`config.mk`:
```
export PLATFORM = sky130hd
export DESIGN_NAME = mmcm_lock_rst_seq
export DESIGN_NICKNAME = d
export VERILOG_FILES = /design/src/rtl/mmcm_lock_rst_seq.sv
export SDC_FILE = /design/constraint.sdc
export NUM_CORES = 1
export LEC_CHECK = 0
export BUFFER_PORTS_ARGS = -buffer_cell sky130_fd_sc_hd__buf_2
export CAP_MARGIN = 20
export CORE_MARGIN = 3
export CORE_UTILIZATION = 62
export CTS_CLUSTER_SIZE = 14
export DETAILED_ROUTE_END_ITERATION = 8
export HOLD_SLACK_MARGIN = 0.1
export PLACE_DENSITY = 0.81
export SYNTH_ARGS = -nofsm -noshare
export SYNTH_HDL_FRONTEND = slang
export SYNTH_SLANG_ARGS = --single-unit
export TNS_END_PERCENT = 20
```
`constraint.sdc`:
```
create_clock -name clk_in1 -period 6.11 [get_ports clk_in1]
set_input_delay 0.3055 -clock clk_in1 [delete_from_list [all_inputs] [get_ports clk_in1]]
set_output_delay 0.3055 -clock clk_in1 [all_outputs]
set_load 0.005 [all_outputs]
```
`src/rtl/mmcm_lock_rst_seq.sv`:
```
// mmcm_lock_rst_seq: supervisor for one MMCM instance.
// Pulses the MMCM reset, waits for a stable lock, then releases the output
// domain resets one after another. It retries automatically when lock does not
// arrive in time, and re-sequences whenever lock is lost.
// Optional feature macro: MMCM_LOCK_LOSS_CNT_EN. When it is defined, a
// saturating lock-loss event counter drives loss_cnt. When it is undefined,
// loss_cnt is tied to zero.
module mmcm_lock_rst_seq #(
    parameter int N_CH               = 5,
    parameter int SYNC_STAGES        = 2,
    parameter int RST_PULSE_CYCLES   = 8,
    parameter int LOCK_TIMEOUT       = 65536,
    parameter int LOCK_STABLE_CYCLES = 1024,
    parameter int STAGGER_CYCLES     = 16,
    parameter int MAX_RETRIES        = 3
) (
    input  logic            clk_in1,
    input  logic            rst,
    input  logic            locked_in,
    input  logic            retry_req,
    output logic            mmcm_rst,
    output logic [N_CH-1:0] ch_rst,
    output logic            ready,
    output logic            fault,
    output logic [3:0]      retry_cnt,
    output logic [15:0]     loss_cnt
);
    localparam int MAX_A = (RST_PULSE_CYCLES > LOCK_TIMEOUT) ? RST_PULSE_CYCLES : LOCK_TIMEOUT;
    localparam int MAX_B = (LOCK_STABLE_CYCLES > STAGGER_CYCLES) ? LOCK_STABLE_CYCLES : STAGGER_CYCLES;
    localparam int T_MAX = (MAX_A > MAX_B) ? MAX_A : MAX_B;
    localparam int TMR_W = $clog2(T_MAX) + 1;
    localparam int IDX_W = (N_CH > 1) ? $clog2(N_CH) : 1;

    typedef enum logic [2:0] {
        S_MRST   = 3'd0,
        S_WAIT   = 3'd1,
        S_STABLE = 3'd2,
        S_REL    = 3'd3,
        S_RUN    = 3'd4,
        S_FAULT  = 3'd5
    } state_t;

    logic [SYNC_STAGES-1:0] sync_r;
    logic                   locked_s;
    state_t                 state_r;
    state_t                 state_nxt_s;
    logic [TMR_W-1:0]       timer_r;
    logic [TMR_W-1:0]       timer_run_s;
    logic [TMR_W-1:0]       timer_nxt_s;
    logic [IDX_W-1:0]       idx_r;
    logic [IDX_W-1:0]       idx_nxt_s;
    logic [N_CH-1:0]        ch_rel_s;
    logic [N_CH-1:0]        ch_rst_nxt_s;
    logic [3:0]             retry_nxt_s;
    logic                   mmcm_rst_nxt_s;
    logic                   ready_nxt_s;
    logic                   fault_nxt_s;

    // Synchronise the asynchronous MMCM LOCKED flag into clk_in1.
    always_ff @(posedge clk_in1 or posedge rst) begin
        if (rst) begin
            sync_r <= {SYNC_STAGES{1'b0}};
        end else begin
            sync_r <= {sync_r[SYNC_STAGES-2:0], locked_in};
        end
    end

    assign locked_s = sync_r[SYNC_STAGES-1];

    // Compute the next state, the timer and channel bookkeeping, and the next output values.
    always_comb begin
        state_nxt_s = state_r;
        timer_run_s = timer_r + TMR_W'(1);
        idx_nxt_s   = idx_r;
        ch_rel_s    = ch_rst;
        retry_nxt_s = retry_cnt;
        case (state_r)
            S_MRST: begin
                if (timer_r == TMR_W'(RST_PULSE_CYCLES - 1)) begin
                    state_nxt_s = S_WAIT;
                end else begin
                    state_nxt_s = S_MRST;
                end
            end
            S_WAIT: begin
                // Lock arriving on the timeout cycle still counts as a lock.
                if (locked_s) begin
                    state_nxt_s = S_STABLE;
                end else if (timer_r == TMR_W'(LOCK_TIMEOUT - 1)) begin
                    if (retry_cnt == 4'(MAX_RETRIES)) begin
                        state_nxt_s = S_FAULT;
                    end else begin
                        retry_nxt_s = retry_cnt + 4'd1;
                        state_nxt_s = S_MRST;
                    end
                end else begin
                    state_nxt_s = S_WAIT;
                end
            end
            S_STABLE: begin
                if (!locked_s) begin
                    state_nxt_s = S_WAIT;
                end else if (timer_r == TMR_W'(LOCK_STABLE_CYCLES - 1)) begin
                    state_nxt_s = S_REL;
                    idx_nxt_s   = {IDX_W{1'b0}};
                end else begin
                    state_nxt_s = S_STABLE;
                end
            end
            S_REL: begin
                // Losing lock overrides a release that falls on the same cycle.
                if (!locked_s) begin
                    state_nxt_s = S_MRST;
                end else if (timer_r == TMR_W'(STAGGER_CYCLES - 1)) begin
                    ch_rel_s[idx_r] = 1'b0;
                    timer_run_s     = {TMR_W{1'b0}};
                    if (idx_r == IDX_W'(N_CH - 1)) begin
                        state_nxt_s = S_RUN;
                        retry_nxt_s = 4'd0;
                    end else begin
                        idx_nxt_s = idx_r + IDX_W'(1);
                    end
                end else begin
                    state_nxt_s = S_REL;
                end
            end
            S_RUN: begin
                timer_run_s = {TMR_W{1'b0}};
                if (!locked_s) begin
                    state_nxt_s = S_MRST;
                end else begin
                    state_nxt_s = S_RUN;
                end
            end
            S_FAULT: begin
                timer_run_s = {TMR_W{1'b0}};
                if (retry_req) begin
                    state_nxt_s = S_MRST;
                    retry_nxt_s = 4'd0;
                end else begin
                    state_nxt_s = S_FAULT;
                end
            end
            default: begin
                state_nxt_s = S_MRST;
                timer_run_s = {TMR_W{1'b0}};
            end
        endcase

        timer_nxt_s    = (state_nxt_s != state_r) ? {TMR_W{1'b0}} : timer_run_s;
        mmcm_rst_nxt_s = (state_nxt_s == S_MRST);
        fault_nxt_s    = (state_nxt_s == S_FAULT);
        ready_nxt_s    = (state_r == S_RUN) && (state_nxt_s == S_RUN);
        if ((state_nxt_s == S_REL) || (state_nxt_s == S_RUN)) begin
            ch_rst_nxt_s = ch_rel_s;
        end else begin
            ch_rst_nxt_s = {N_CH{1'b1}};
        end
    end

    // Hold the state, timer and channel index, and register every output.
    always_ff @(posedge clk_in1 or posedge rst) begin
        if (rst) begin
            state_r   <= S_MRST;
            timer_r   <= {TMR_W{1'b0}};
            idx_r     <= {IDX_W{1'b0}};
            mmcm_rst  <= 1'b1;
            ch_rst    <= {N_CH{1'b1}};
            ready     <= 1'b0;
            fault     <= 1'b0;
            retry_cnt <= 4'd0;
        end else begin
            state_r   <= state_nxt_s;
            timer_r   <= timer_nxt_s;
            idx_r     <= idx_nxt_s;
            mmcm_rst  <= mmcm_rst_nxt_s;
            ch_rst    <= ch_rst_nxt_s;
            ready     <= ready_nxt_s;
            fault     <= fault_nxt_s;
            retry_cnt <= retry_nxt_s;
        end
    end

`ifdef MMCM_LOCK_LOSS_CNT_EN
    logic        loss_evt_s;
    logic [15:0] loss_cnt_r;

    assign loss_evt_s = ((state_r == S_REL) || (state_r == S_RUN)) && !locked_s;

    // Count lock-loss events after release has started, saturating at all ones.
    always_ff @(posedge clk_in1 or posedge rst) begin
        if (rst) begin
            loss_cnt_r <= 16'h0000;
        end else if (loss_evt_s && (loss_cnt_r != 16'hFFFF)) begin
            loss_cnt_r <= loss_cnt_r + 16'h0001;
        end else begin
            loss_cnt_r <= loss_cnt_r;
        end
    end

    assign loss_cnt = loss_cnt_r;
`else
    assign loss_cnt = 16'h0000;
`endif

endmodule

```
[Yosys cells after proc, flatten, opt, wreduce, memory -nomap -nowiden]
Index checks and enable logic that the tools add are counted.
Storage, ports and cells
  logic and storage cells: 91
  input port bits: 4
  output and inout bits: 28
  register bits after elaboration: 37
Cells by class
  reductions and logical operators: 11
  bitwise operators: 2
  magnitude comparators: 2
  add/sub/neg operators: 3
  equality and inequality tests: 28
  multiplexer cells: 36
Operator list (count)
  2-to-1 mux 17 bit: 3
  2-to-1 mux 3 bit: 13
  one-hot mux 17 bit (2 select lines): 1
  2-to-1 mux 4 bit: 7
  inequality test 2 bit (second input constant): 12
  2-to-1 mux 5 bit: 4
  one-hot mux 3 bit (6 select lines): 1
  adder 17 x 1 -> 17 bit (second input constant): 1
  == test 17 x 10 -> 1 bit (second input constant): 1
  == test 17 x 16 -> 1 bit (second input constant): 1
  == test 17 x 3 -> 1 bit (second input constant): 1
  == test 17 x 4 -> 1 bit (second input constant): 1
  == test 3 bit (second input constant): 5
  one-hot mux 4 bit (3 select lines): 1
  == test 3 x 2 -> 1 bit (second input constant): 3
  AND reduction 8 bit: 1
  logical NOT 3 bit: 2
  one-hot mux 3 bit (2 select lines): 1
  AND reduction 6 bit: 1
  bitwise AND 5 bit: 1
  NOT 5 bit: 1
  adder 4 x 1 -> 4 bit (second input constant): 1
  == test 4 x 2 -> 1 bit (second input constant): 1
  < comparator 3 x 4 -> 1 bit (second input constant): 1
  14 further kinds: 17

[Longest topological paths before layout]
Gate-level depths: netlist (run 1).
  word-level depth: 10
  gate-level depth with buffers: 11
  mapped depth without buffers: 10

[Worst setup path before layout (run 1)]
OpenSTA, ideal clock, no wires.
  path kind: flip-flop to flip-flop
  start: register timer_r[0]
  end: register timer_r[9]
  data arrival time: 2.304 ns
  cell stages (with the launch flop): 12
  period minus slack after synthesis: 2.374 ns
  library setup time: 0.070 ns
  setup slack: 3.736 ns
  cell sequence: dfrtp_1 > ha_1 > and4_1 > and2_1 > and3_1 > ha_1 > nand4bb_1 > a211oi_1 > a211oi_2 > o211ai_4 > buf_8 > nor2_2
Between the ends
  cells in the longest elaborated chain, start to end: 6
  elaborated cells on any way between the ends: 18
  those cells by class: 1 x add/sub; 5 x eq/ne; 12 x mux
Ends and longest elaborated chain
  start, declared: line 47  | logic [TMR_W-1:0] timer_r;
  start signal, assigned: line 165  | timer_r <= {TMR_W{1'b0}};
  start signal, assigned: line 174  | timer_r <= timer_nxt_s;
  branches (longest 5 deep; another with adder 17 x 1 -> 17 bit)
  2-to-1 mux 17 bit (*): line 150  | timer_nxt_s = (state_nxt_s != state_r) ? {TMR_W{1'b0}} : timer_run_s;
  via timer_nxt_s[9]: line 49  | logic [TMR_W-1:0] timer_nxt_s;
Mark *: on every way through the listed nets, which the timed path passes.
A chain may end at the register's enable or synchronous reset.

[Worst setup path in the final report (run 1)]
  start: register timer_r[0]
  end: register timer_r[7]
Same word-level chain as after synthesis.

==> results of run 1 <==
## layer usage
metal  up-vias  track usage [%]
li1        815                -
met3         9             6.24
met1       761             26.7
met4         0             9.87
met5         -                0
met2        37             33.5
## layout make-up
cell class / count / area share, %
multi-input cells: 175 / 49.7
flip-flops and latches: 37 / 38.6
clock buffers: 7 / 3.98
repair buffers: 16 / 3.41
well taps: 46 / 2.38
inverters: 11 / 1.71
clock inverters: 1 / 0.207
## cell usage after synthesis (all sizes together) (3+ instances only)
library cell  count  area share (%)
and3              6             1.7
dfstp             6             6.8
xor2             10             3.8
nand4             7             1.9
xnor2             5             1.9
nor4              3             1.7
buf              21             7.3
nor3b             3            0.98
and4              3             1.2
nor3              6             1.3
mux2i             4             1.7
inv              11             1.8
nor2             26             6.0
nand2            19             3.1
a31oi             4             1.7
o31ai             5             1.6
and2              3            0.92
nand3            13             2.8
a21oi             6             1.3
ha                5             2.7
dfrtp            31              34
nand3b            3            0.98
## power by group through the flow
stage / registers (W) / clock network (W) / logic [W]
4_1_cts: 0.000304 / 0.000192 / 0.000167
5_1_grt: 0.000309 / 0.000203 / 0.000186
6_report: 0.000304 / 0.000188 / 0.000165
3_3_place_gp: 0.000307 / 0 / 0.000163
3_5_place_dp: 0.000308 / 0 / 0.000166
2_1_floorplan: 0.000293 / 0 / 0.000170
## registers in the layout (all words and copies together), names as in the netlist
register   count
timer_r       17
ch_rst         5
retry_cnt      4
idx_r          3
state_r        3
sync_r         2
fault          1
mmcm_rst       1
ready          1
## worst min-delay path, cell delays in order
cell                    delay, ns
sky130_fd_sc_hd__buf_2       0.09
sky130_fd_sc_hd__inv_1       0.04
sky130_fd_sc_hd__buf_4       0.39
## stage by stage
stage	hold slack, ns	std cells	worst slack [ns]	util (%)
6_report	0.0982	293	3.54	69.8
3_5_place_dp	0.354	285	3.54	66.8
5_1_grt	0.113	293	3.27	69.8
3_3_place_gp	0.333	285	3.63	66.8
2_1_floorplan	0.331	245	3.74	-
4_1_cts	0.113	293	3.53	69.8
## final timing paths
check,startpoint,to,slack (ns)
worst max-delay path,timer_r[0]$_DFF_PP0_,timer_r[7]$_DFF_PP0_,3.54
worst min-delay path,rst,idx_r[2]$_DFFE_PP0P_,0.1
worst max register to register,timer_r[0]$_DFF_PP0_,timer_r[7]$_DFF_PP0_,3.54
worst min register to register,sync_r[0]$_DFF_PP0_,sync_r[1]$_DFF_PP0_,0.36
max in group asynchronous,rst,ch_rst[4]$_DFFE_PP1P_,5.66
min in group clk_in1,locked_in,sync_r[0]$_DFF_PP0_,0.12
## cell families (layout without fill, tap and decap cells)
group | after synthesis | after routing
AND/OR/NAND/NOR | 106 | 106
flip-flops | 37 | 37
XOR/XNOR | 15 | 15
buffers and inverters | 33 | 35
other | 1 | 16
multiplexers | 4 | 4
adder cells (fa/ha/maj) | 5 | 5
AO/OA/AOI/OAI | 29 | 29
==> results, run 1 <==
- The final routed wire length divided by cell count is 13.8 um.
- The count of nets left with antenna violations once routing finished came out at 0.
- TritonCTS built the clock tree.
- The final hold violation count is 0.
- The design area is 2420 um^2.
- The number of global-route vias before repair came to 1533.
- The number of cell instances on the worst register-to-register path is 10.
- The post-synthesis register bit count is 37.
- For the pin with the worst max-slew slack, the measured transition is 0.607 ns.
- The detailed-router iteration count before antenna repair is 4.
- The clock skew is 0.00852 ns.
- The total wire length after detailed routing is 4050 um.
- Yosys mapped a number of flops with a built-in enable equal to 0.
- The share of power burned in combinational logic is between 20% and 30%.
- The leakage power summed over all cells is 1.06 nW.
- The final critical-path share of the clock period is 42.1%.
- The tool flagged a number of max-cap violations equal to 0.
- The most frequently used flop master after synthesis is sky130_fd_sc_hd__dfrtp_1.
- The sequential group share of total power is 46.3%.
- After synthesis, flip-flops and latches occupy 40.5% of the total area.
- The CTS clock-pin slew for the worst setup and hold paths is approximately 0.07 ns.
- The routed length on met1 is 1840 um.
- The flow ran to the end, and the final reports show no timing, DRC or antenna violations.
- The Yosys step of the flow raised 0 warnings.
- Global routing finished with a remaining overflow of 0.
- The number of instances in the synthesized netlist is 230.
- The final critical delay including setup and external delays is between 2 and 3 ns.
- The count of pins over their slew limit is 0.
- The internal power of the cells totals 0.000435 W.
- The library cell used most frequently in the layout, excluding fill and tap cells, is sky130_fd_sc_hd__dfrtp_1.
- The vias per cell is between 5 and 6.
- Summing all placed instances gives a cell area of between 2000 and 2500 um^2.
- The clock net in this run drives a total of 37 sinks.
- In this run the number of H-tree levels came out at 2.
- The global-route wire length before repair is 6990 um.
- The adder-cell area share of the yosys netlist is 2.72%.
- After synthesis the cells add up to 2300 um^2.
- The area inside the core boundary is 3470 um^2.
- The clock network fraction of total power is about 29%.
- Setup violations remaining at the end of the flow were counted as 0.
- Clock tree synthesis selected as its root buffer the cell sky130_fd_sc_hd__clkbuf_8.
- The switching fraction of total power is 33.8%.
- The worst hold path class is in2async.
- The number of buffers inserted for hold repair after clock tree synthesis is 0.
- The simple-gate area share of the yosys netlist is roughly 28%.
- The amount of wire on met2 after detailed routing is 1940 um.
- The die boundary height is 67.0 um.
- Summing the areas of all compound-gate instances in the mapped netlist gives 11.1% of the synthesized area.
- The number of CTS-inserted buffers is 5.
- The initial DRC count is 120.
- Pin placement for this block handled 32 I/O pins.
- The total number of cells along the worst setup path is 10.
- The remaining routing DRC violations is 0.
- At the end of routability-driven placement, the weighted congestion stood at roughly 0.83.
- Across all layers, the routed design uses between 1500 and 2000 vias.
- The clock network latency to the later pin of the worst-skew pair is 0.30 ns.
- The element type at the critical path start is a flip-flop.
- The count of buffers added on input and output ports is 15.
- The initial antenna violation count came to 0.
- The post-cts sizing count is 0.
- The share of flip-flops with an asynchronous set or reset is 100%.
- Data on the critical path arrives at its endpoint at 2.72 ns.
- The count of filler cells inserted in the layout is 271.
- In this run the power density over the cells is 272 nW/um^2.
- The net count of the finished layout is 255.
- Yosys mapped the design onto 60 distinct sky130hd cell types.
- The critical path capture point type is a flip-flop.
- Entering global routing, the biggest net connects 38 pins.
- The net switching power is 0.000222 W.
- Summed over all nets, the half-perimeter wirelength after detailed placement is 2960 um.
- By startpoint and endpoint, the worst setup path is classified as reg2reg.
- The worst pin sits at a relative slew slack of ~60%.
- The number of buffers and inverters on the critical path is 0.
- The top metal layer carrying routed signals is met4.
- Summing all multi-input logic gate instances after layout gives 1200 um^2.
- Traced cell by cell, the critical path runs through ha_1, and4_1, and2_1, and3_1, ha_1, nand4bb_1, a211oi_1, a211oi_2, o211ai_4, nor2_1.
- The ratio of cells with drive above 1 in the final layout is 23.9%.
- The synthesized area per cell is 10.0 um^2.
- For this run, the total global-route usage over all layers was measured as 21.3%.
- Across the whole layout, storage elements account for just over 900 um^2.
- Based on the critical path, the design can be clocked at up to between 0.3 and 0.4 GHz.
- The overall power of the completed layout is 0.000657 W.
- Once the floorplan was initialized, standard cells occupied 66.4% of the core.
- For the final routed database, the setup TNS stands at 0 ns.
- The critical-path cell with the highest stage delay is sky130_fd_sc_hd__dfrtp_1.
- The largest stage delay on the critical path is 0.38 ns.
- Of the total synthesized cell area, the portion taken by XOR and XNOR cells is under 10%.
- The multiplexer share of the synthesized area is 1.74%.
- Setup repair after global routing left no endpoint under its margin.
- The number of antenna diodes in the final layout is 0.
- The floorplan step defined a die boundary enclosing 4480 um^2.
- In the layout the commonest cells are sky130_fd_sc_hd__dfrtp_1, sky130_fd_sc_hd__nand2_1, sky130_fd_sc_hd__conb_1.
- The dominant combinational cell family by area after synthesis is simple AND/OR/NAND/NOR gates.
- The cell family contributing the most delay on the critical path is simple AND/OR/NAND/NOR gates.
- The worst-path maximum fanout is 17.
- The buffer count from post-CTS setup fixing is 0.
- The maximum vdd ir drop is 178 uV.
- After detailed routing, the met3 layer carries around 180 um of wire.
- The area growth from synthesis to final layout is 5.05%.
- The row count is 21.
- Data on the critical path is required at its endpoint by around 6.3 ns.
- The maximum number of buffers from clock root to sink is 2.
- The cell repeated most along the worst path is sky130_fd_sc_hd__ha_1.
- The die is 67.0 um wide.
Power figures use the tool's default switching activity.
==> run 2: changes to the inputs <==
- ABC_AREA: not set -> 1
- CORE_UTILIZATION: 62 -> 57
- PLACE_DENSITY: 0.81 -> 0.75
- clock period: 6.11 -> 2.54 ns (I/O delays scaled with it)
==> run 2 against run 1 <==
The flow now finishes with violations (setup timing); cell count up 34%; hold slack better by 0.23 ns; largest power group is now combinational logic; synthesized area unchanged; combinational power rose to 5.8 times the previous value; die area up 8.0%; power rose to 3.6 times the previous value; worst setup slack worse by 3.7 ns; maximum frequency down 3.1%; clock power rose to 3.2 times the previous value; utilization up 3.8 points; non-clock buffer count up 15; design area up 15%.
==> results, run 2 <==
- The tool flagged a number of max-cap violations equal to 0.
- Global routing used between 20% and 30% of the available tracks.
- The share of flip-flops with an asynchronous set or reset is 100%.
- The cell internal power dissipation is 0.00151 W.
- The initial DRC count is 150.
- The largest registers in the layout are timer_r: 17 flops, ch_rst: 5 flops, retry_cnt: 4 flops.
- The leakage power summed over all cells is 1.28 nW.
- The clock skew is 0.00664 ns.
- Setup repair after global routing could not meet its margin everywhere.
- The count of distinct cell types in the synthesized netlist is 31.
- The number of instances in the synthesized netlist is roughly 310.
- The routed design could run at a clock period as short as 2.65 ns.
- The initial antenna violation count is 0.
- At the end of routability-driven placement, the weighted congestion stood at ~0.94.
- The post-synthesis register bit count is 37.
- Of all cell types, the one taking the most synthesized area is sky130_fd_sc_hd__dfrtp_1.
- The source of the worst hold timing path is retry_req.
- For the worst setup path, the data required time is 2.76 ns.
- The switching fraction of total power is 35.6%.
- Measured along the x axis, the die boundary spans 69.6 um.
- TritonCTS built the clock tree.
- The worst setup path is launched from a flip-flop.
- Data arrives at the worst endpoint at ~2.9 ns.
- The analysis attributes to net switching a power of 0.000833 W.
- The maximum clock frequency is 0.377 GHz.
- Averaged over all synthesized cells, the footprint is around 7.5 um^2.
- In this run the worst hold path is classified as in2reg.
- In the layout the commonest cells are sky130_fd_sc_hd__nand2_1, sky130_fd_sc_hd__dfrtp_1, sky130_fd_sc_hd__inv_1.
- The total die area is around 4800 um^2.
- The placed cell area is 2380 um^2.
- The final reports fail on setup timing.
- The repair_antennas step left the layout with diodes totalling 0.
- The area growth from synthesis to final layout is 20.5%.
- The sequential group share of total power is 33.3%.
- In the post-synthesis netlist, the biggest area contributors are sky130_fd_sc_hd__dfrtp_1, sky130_fd_sc_hd__nand2_1, sky130_fd_sc_hd__dfstp_2.
- Counting flops with a built-in enable in the synthesized netlist gives 0.
- The slowest stage of the critical path belongs to the cell sky130_fd_sc_hd__dfrtp_1.
- The origin of the worst setup path is timer_r[0]$_DFF_PP0_.
- For this design the ratio of total power to cell area is 844 nW/um^2.
- The worst-path maximum fanout is 8.
- After layout, the worst setup slack is -0.114 ns.
- The critical path capture point type is a flip-flop.
- The share of synthesized area in the top cell type comes to between 30% and 40%.
- The combined buffer and inverter count along the critical path is 3.
- Headroom to the max-slew limit came out at between 60% and 70%.
- The design area is 2780 um^2.
- The Yosys warning count is 0.
- The total wire length after detailed routing is 5140 um.
- The final critical-path share of the clock period is 105%.
- The die is 69.6 um tall.
- The number of placed instances, taps included, is ~370.
- The synthesized netlist occupies a cell area of 2300 um^2.
- The critical path's top delay family is simple AND/OR/NAND/NOR gates.
- The clock net in this run drives a total of 37 sinks.
- In the routed design, unresolved DRC markers number 0.
- The startpoint identified for the worst register-to-register timing path is timer_r[0]$_DFF_PP0_.
- The fraction of the core area covered by cells at the end of the flow is 73.6%.
- The leftover overflow at the end of global routing is 0.
- At the pin with the least slew margin, the transition time is 0.544 ns.
- The number of flip-flops under the largest register name is 17.
- The final hold violation count is 0.
- The ratio of cells with drive above 1 in the final layout is 29.7%.
- The register with the most flip-flops is timer_r.
- The number of non-filler instances in the completed layout is 392.
- For this run, the register share of the synthesized area comes to between 40% and 50%.
- Clock tree synthesis inserted a total of 5 buffers.
- The root buffer selected by CTS is sky130_fd_sc_hd__clkbuf_8.
- The number of failing setup endpoints in the final timing report is 19.
- The compound-cell area share of the yosys netlist is 8.42%.
- In this run the number of H-tree levels came out at 2.
- Final hold analysis gives a worst-case slack of 0.331 ns.
- After floorplanning, the core was sized to cover 3770 um^2.
- The clock network fraction of total power is 25.9%.
- The count of pins over their slew limit is 0.
- The post-synthesis xor/xnor area fraction is less than 1%.
- The multiplexer share of the synthesized area is 0%.
- The critical path goes through ha_2, nand2_2, nor2_4, nand3_2, inv_2, nand4_1, nor2_1, nand4_1, nor3_2, ha_2, nand2_1, nand3_1, nand3_2, inv_2, nand3_4, nand2_4, nand3_4, clkbuf_16, nor2_2.
- The adder-cell area share of the yosys netlist is 2.72%.
- The starting utilization of the core area is around three fifths.
- In this run the deepest clock path goes through 2 buffers.
- The count of input and output buffers is 15.
- The clock network latency to the later pin of the worst-skew pair is 0.29 ns.
- The final layout contains 352 nets.
- By startpoint and endpoint, the worst setup path is classified as reg2reg.
- The final routed wire length divided by cell count is 13.1 um.
- Across all layers, the routed design uses 2081 vias.
- The number of global-route vias before repair is 1893.
- The first global-routing pass estimated 8140 um of wire.
- On the worst path, the slowest cell contributes a delay of 0.36 ns.
- The number of top-level design ports is 32.
- Sorting the synthesized cells by how often they occur yields sky130_fd_sc_hd__nand2_1, sky130_fd_sc_hd__nor2_1, sky130_fd_sc_hd__inv_1.
- Clock-pin slew was measured on the worst setup and hold paths at 0.07 ns.
- Among all flip-flop cells after synthesis, the most frequent one is sky130_fd_sc_hd__dfrtp_1.
- The row count is 22.
- The vias per cell is 5.31.
- The dominant combinational cell family by area after synthesis is simple AND/OR/NAND/NOR gates.
- The most repeated cell in the gate-level netlist after synthesis is sky130_fd_sc_hd__nand2_1.
- The most common cell after layout, fill and taps aside is sky130_fd_sc_hd__nand2_1.
- The maximum number of pins on one net before global-route repair is 24.
- The flow ran to the end, but the final reports show violations.
- The detailed-router iteration count before antenna repair is 5.
- After legalization and detailed placement, the total HPWL measured 3510 um.
- The simple-gate area share of the yosys netlist is 35.1%.
- The maximum vdd ir drop is between 500 and 600 uV.
- Once detail routing completed, the nets flagged for antenna violations numbered 0.
- In this run, the combinational gates consume 40.8% of the power.
run 2: power groups by stage:
stage               sequential, W  combinational (W)  clock [W]
global placement         0.000784           0.000570          0
finish                   0.000781           0.000956   0.000606
global route             0.000799            0.00105   0.000644
CTS                      0.000774           0.000641   0.000616
detailed placement       0.000785           0.000581          0
floorplan                0.000773           0.000501          0
run 2: tightest hold or removal path, cell delays in order:
cell	delay, ns
sky130_fd_sc_hd__buf_2	0.10
sky130_fd_sc_hd__inv_1	0.05
sky130_fd_sc_hd__nand2_2	0.07
sky130_fd_sc_hd__nand3_2	0.10
sky130_fd_sc_hd__inv_2	0.05
sky130_fd_sc_hd__nand3_4	0.08
run 2: layout make-up:
cell class              instances  area, um^2
clock buffers                   5        68.8
clock inverters                 3        65.1
fillers                       273         996
inverters                      38         143
multi-input cells             230        1260
flip-flops and latches         37         933
well taps                      48        60.1
repair buffers                 31         248
run 2: cell families after synthesis:
| logic type | count (synthesis) |
|---|---|
| AND/OR/NAND/NOR | 173 |
| XOR/XNOR | 2 |
| AO/OA/AOI/OAI | 34 |
| flip-flops | 37 |
| other | 1 |
| adder cells (fa/ha/maj) | 5 |
| buffers and inverters | 55 |
run 2: routing by layer:
layer  vias to the layer above  global-route usage [%]  share of wire [%]
met5                         -                       0                  0
met4                         0                    6.29                2.4
met3                        18                    4.35                8.1
met2                        96                    34.6                 47
met1                       941                    27.0                 42
li1                       1026                       -                  -
run 2: worst paths after layout:
kind,endpoint,slack [ns],cells past startpoint
setup / recovery,timer_r[7]$_DFF_PP0_,-0.11,19
hold / removal,state_r[0]$_DFF_PP0_,0.33,6
setup reg to reg,timer_r[7]$_DFF_PP0_,-0.11,19
hold reg to reg,sync_r[1]$_DFF_PP0_,0.35,0
max in group asynchronous,timer_r[2]$_DFF_PP0_,1.41,4
min in group asynchronous,idx_r[2]$_DFFE_PP0P_,0.41,3
run 2: what timing repair did:
item / 4_1_cts / 5_1_grt
resized for setup: 2 / 31
setup buffers: 1 / 8
hold buffers: 2 / 0
endpoints found under the hold margin: 9 / 0
endpoints found under the setup margin: 18 / 28
pin swaps: 0 / 11
gates cloned: 0 / 2
run 2: stage by stage:
step | setup WS [ns] | TNS [ns] | power, W
after floorplan | 0.216 | 0 | 0.00127
after global placement | 0.126 | 0 | 0.00135
after detailed placement | -0.0176 | -0.0892 | 0.00137
after CTS | 0.0328 | 0 | 0.00203
after global routing | -0.309 | -6.85 | 0.00249
final | -0.114 | -1.53 | 0.00234
